**src/rtl/shift_rot_unit.sv**
```systemverilog
// Iterative shift/rotate engine: one power-of-two barrel stage per clock,
// valid/ready handshakes on request and result sides.
//   state | meaning
//   IDLE  | waiting for a request, in_ready high
//   BUSY  | applying stage cnt (distance 2^cnt) when amt[cnt] is set
//   DONE  | result presented, waiting for out_ready
module shift_rot_unit #(
  parameter  int WIDTH = 32,
  localparam int AW    = $clog2(WIDTH)
) (
  input  logic             clk,
  input  logic             rst,
  input  logic             in_valid,
  output logic             in_ready,
  input  logic [WIDTH-1:0] in_data,
  input  logic [AW-1:0]    in_amount,
  input  logic [1:0]       in_mode,
  output logic             out_valid,
  input  logic             out_ready,
  output logic [WIDTH-1:0] out_data
);

  typedef enum logic [1:0] {
    IDLE = 2'd0,
    BUSY = 2'd1,
    DONE = 2'd2
  } state_t;

  localparam logic [1:0] MODE_SLL = 2'b00;
  localparam logic [1:0] MODE_SRL = 2'b01;
  localparam logic [1:0] MODE_ROL = 2'b10;

  localparam logic [AW-1:0] LAST_STAGE = AW'(AW - 1);

  state_t             state;
  logic [WIDTH-1:0]   acc;
  logic [WIDTH-1:0]   acc_nxt;
  logic [AW-1:0]      amt;
  logic [AW-1:0]      cnt;
  logic [AW-1:0]      stage_dist;
  logic [1:0]         mode;
  logic [2*WIDTH-1:0] dbl_l;
  logic [2*WIDTH-1:0] dbl_r;

  // Rotates come from shifting the operand concatenated with itself.
  always_comb begin
    stage_dist = AW'(1) << cnt;
    dbl_l      = {acc, acc} << stage_dist;
    dbl_r      = {acc, acc} >> stage_dist;
    acc_nxt    = acc;
    if (amt[cnt]) begin
      case (mode)
        MODE_SLL: acc_nxt = acc << stage_dist;
        MODE_SRL: acc_nxt = acc >> stage_dist;
        MODE_ROL: acc_nxt = dbl_l[2*WIDTH-1:WIDTH];
        default:  acc_nxt = dbl_r[WIDTH-1:0];
      endcase
    end
  end

  always_ff @(posedge clk) begin
    if (rst) begin
      state     <= IDLE;
      acc       <= '0;
      amt       <= '0;
      cnt       <= '0;
      mode      <= '0;
      out_data  <= '0;
      out_valid <= 1'b0;
      in_ready  <= 1'b1;
    end else begin
      case (state)
        IDLE: begin
          if (in_valid) begin
            acc      <= in_data;
            amt      <= in_amount;
            mode     <= in_mode;
            cnt      <= '0;
            in_ready <= 1'b0;
            state    <= BUSY;
          end
        end
        BUSY: begin
          acc <= acc_nxt;
          cnt <= cnt + AW'(1);
          if (cnt == LAST_STAGE) begin
            // out_data is its own register so it survives the next accept.
            out_data  <= acc_nxt;
            out_valid <= 1'b1;
            state     <= DONE;
          end
        end
        DONE: begin
          if (out_ready) begin
            out_valid <= 1'b0;
            in_ready  <= 1'b1;
            state     <= IDLE;
          end
        end
        default: begin
          out_valid <= 1'b0;
          in_ready  <= 1'b1;
          state     <= IDLE;
        end
      endcase
    end
  end

endmodule

```
**config.mk**
```make
export PLATFORM = sky130hd
export DESIGN_NAME = shift_rot_unit
export DESIGN_NICKNAME = d
export VERILOG_FILES = /design/src/rtl/shift_rot_unit.sv
export SDC_FILE = /design/constraint.sdc
export NUM_CORES = 1
export LEC_CHECK = 0
export CAP_MARGIN = 10
export CORE_ASPECT_RATIO = 1.5
export CORE_MARGIN = 10
export CORE_UTILIZATION = 35
export DETAILED_ROUTE_END_ITERATION = 10
export PLACE_DENSITY = 0.56
export SLEW_MARGIN = 30
export SYNTH_ARGS = -nofsm -noshare
export SYNTH_HDL_FRONTEND = slang
export SYNTH_SLANG_ARGS = --single-unit
```
**constraint.sdc**
```tcl
create_clock -name clk -period 6.6 [get_ports clk]
set_input_delay 1.32 -clock clk [delete_from_list [all_inputs] [get_ports clk]]
set_output_delay 1.32 -clock clk [all_outputs]
set_load 0.05 [all_outputs]
```
==> out/qor.csv <==
stage,metric,value,unit
place,dp_hpwl,24.4,mm
clock_tree,cts_root_buffer,clkbuf_16,
floorplanning,rows,64,
setup_path,r2r-end,acc[3]$_SDFFE_PP0P_,
setup_path,critPathMostFrequentCell,buf_4,
setup_path,endpoint_kind,register,
floorplanning,io_pins,77,
setup_path,critical_path.slowest_cell,dfxtp_2,
floorplanning,core_area,20500,µm²
power,peakVddDrop,0.171,mV
synth,synth_area_leaders,"dfxtp_1 (22%), a21oi_1 (7.2%), nand2_1 (6.0%), clkbuf_1 (4.1%), mux4_2 (3.7%)",
global_routing,grt_remaining_overflow,0,
drt,first_pass_iters,6,
finish,area_delta_synth_final,14.3,%
clock_tree,cts.clk_slew.worst_paths,0.07,ns
setup_path,r2r_slack,2.67,ns
setup_path,r2r-start,cnt[1]$_SDFFE_PP0P_,
global_routing,grt_usage,0.256,
setup_path,critPathTopFamily,buffers and inverters,
finish,final_nets,1043,
clock_tree,clock_path_buffers,2,
hold_path,min_from,amt[0]$_SDFFE_PP0P_,
global_routing,grt_max_degree,68,
place,numPortBuffers,76,
hold_path,holdPathEnd,amt[0]$_SDFFE_PP0P_,
sta,fmax,255,MHz
floorplanning,dieArea,27200,µm²
setup_path,critical_path.startpoint_type,register,
synth,avgSynthCellArea,7.23,µm²
sta,slew_headroom,0.390,
synth,yosysTopAreaCell,dfxtp_1,
synth,yosys_warnings,0,
synth,seq_area_frac_synth,0.219,
clock_tree,cts_made_buffers,9,
sta,tightest_slew,0.913,ns
global_routing,first_global_vias,8265,
place,dp_cells,1251,
finish,drive_gt1_frac,0.101,
power,power,0.00154,W
sta,setup_viol,0,
synth,synth-main-ff-cell,dfxtp_1,
synth,netlist_instances,1011,
clock_tree,tritoncts,done,
sta,tns,0,ns
clock_tree,hold_buffers,0,
clock_tree,worstSkewPairLatency,0.36,ns
drt,drtIter0Drc,1294,
synth,synth_fp_nets,1056,
drt,detail_route.vias_per_cell,6.84,
setup_path,critPathMaxStageDelay,0.78,ns
setup_path,critPathBufInv,4,
setup_path,reg2regPathDepth,11,
drt,wl,35.2,mm
drt,routed.top_layer,met4,
finish,diodes,0,
synth,synth_common_cells,"nand2_1 (117), a21oi_1 (105), dfxtp_1 (80)",
drt,dr_wl_met3,3.97,mm
synth,netlist.area_leader.share,0.219,
hold_path,min_path_cells,2,
global_routing,antenna_found_initial,0,
finish,final_cells,1267,
clock_tree,cts_resized,0,
clock_tree,clock_sinks,80,
floorplanning,die_x,138,µm
sta,hold_violations,0,
sta,final_max_slew_viol_count,0,
sta,rsz0062_at_grt,false,
drt,wl_per_cell,27.8,µm
synth,yosys_register_bits,80,
clock_tree,htreeDepth,3,
global_routing,grt_pass1_wl,53.3,mm
synth,synth_most_common_cell,nand2_1,
sta,fin_skew,0.0105,ns
setup_path,worstPathCellList,buf_4 > mux2i_1 > o21ai_1 > o21ai_2 > buf_4 > nor2_1 > buf_4 > nor2_1 > buf_4 > a22oi_1 > a21oi_1,
clock_tree,post-cts-setup-buffers,0,
drt,route.detailed.drc,0,
power,p_leak,2.75,nW
setup_path,cp.required,6.88,ns
floorplanning,start_util,0.356,
setup_path,path_max_fanout,34,
drt,drtAntennaViolNets,0,
place,routabilityCongestion,1.08,
flow_run,cap_violations,0,
status,status,"finished, final reports clean",
hold_path,hp-class,reg2reg,
sta,finalCritPeriodShare,0.595,
setup_path,crit_type,reg2reg,
floorplanning,die_h,197,µm
power,powerDensity,185,nW/µm²
synth,syn_area,7310,µm²
synth,synth_cell_types,75,
setup_path,cp.arrival,4.21,ns
sta,period_minus_slack,3.93,ns
drt,vias,8671,
synth,synth_edf_count,0,
drt,wl_met1,13.2,mm
synth,ys_async_sr_fraction,0,
drt,wl_met2,15.7,mm
power by group:
| group | switching (W) | internal [W] |
|---|---|---|
| combinational | 0.000268 | 0.000169 |
| clock | 0.000208 | 0.000305 |
| sequential | 0.0000900 | 0.000504 |
| total | 0.000567 | 0.000978 |
through the flow:
stage	setup slack [ns]	utilization	hold slack (ns)	area [µm²]
floorplan	4.12	-	0.436	7310
global placement	2.80	0.393	0.443	8060
detailed placement	2.80	0.393	0.444	8060
CTS	2.78	0.408	0.457	8350
global route	2.51	0.408	0.475	8350
finish	2.67	0.408	0.456	8350
worst max path at each step:
stage	startpoint	endpoint	slack [ns]	depth (start not counted)
2_1_floorplan	in_valid	acc[27]$_SDFFE_PP0P_	4.12	6
3_3_place_gp	cnt[1]$_SDFFE_PP0P_	acc[5]$_SDFFE_PP0P_	2.80	11
3_5_place_dp	cnt[1]$_SDFFE_PP0P_	acc[3]$_SDFFE_PP0P_	2.80	11
4_1_cts	cnt[1]$_SDFFE_PP0P_	acc[3]$_SDFFE_PP0P_	2.78	11
5_1_grt	cnt[1]$_SDFFE_PP0P_	acc[2]$_SDFFE_PP0P_	2.51	11
6_report	cnt[1]$_SDFFE_PP0P_	acc[3]$_SDFFE_PP0P_	2.67	11
flip-flops by register name, summed over array words and instances, names as in the netlist:
| register | cells |
|---|---|
| acc | 32 |
| amt | 5 |
| cnt | 5 |
| in_ready | 1 |
| mode | 2 |
| out_data | 32 |
| out_valid | 1 |
| state | 2 |
layout by cell type (no fill, tap or decap), drive strengths merged, types with 4 or more instances in the layout:
cell,netlist,layout
buf,51,31
nand3b,4,4
o32ai,19,19
clkbuf,79,12
o221ai,9,9
or3,8,8
o311ai,4,4
nand4,8,8
a311oi,6,6
a21o,4,4
nand3,41,41
nor2b,17,17
nor2,72,72
mux4,12,12
a21oi,105,105
o22ai,16,16
a211oi,29,29
nor3b,7,7
nand2,117,117
mux2,26,26
o31ai,6,6
o2111ai,8,8
o21ai,62,62
o21a,5,5
a31oi,18,18
mux2i,22,22
nor3,32,32
a2111oi,6,6
inv,7,8
nand2b,10,10
dfxtp,80,80
clkdlybuf4s50,0,75
o211ai,25,25
and2,14,14
nor4,6,6
a22oi,33,33
worst register-to-register path, delay by kind of cell, from the launching register on:
family	cells	cell delay, ns
DFF	1	0.78
and+or+nand+nor	2	0.75
muxes	1	0.35
AOI/OAI and AO/OA	4	0.49
buffers and inverters	4	1.49
cell families (layout without fill, tap and decap cells):
family,count (synthesis),count (layout),synth area share
compound gates,381,381,0.351
simple gates,350,350,0.234
flops,80,80,0.219
fa+ha+maj,2,2,0.00342
buf+inv,138,130,0.0849
mux,60,60,0.107
routing by layer:
layer,track usage,vias to the layer above
li1,-,3801
met1,0.315,4086
met2,0.389,632
met3,0.0588,152
met4,0.165,0
met5,0,-
area by class of cell:
type	instances	area (µm²)
clock inverter	4	52.6
inverter	8	30.0
tap	264	330
sequential	80	1610
multi-input combinational	793	5110
clock buffer	12	246
timing repair buffer	106	981
fill	2203	12100
No activity file was read; power rests on OpenSTA's default activity.
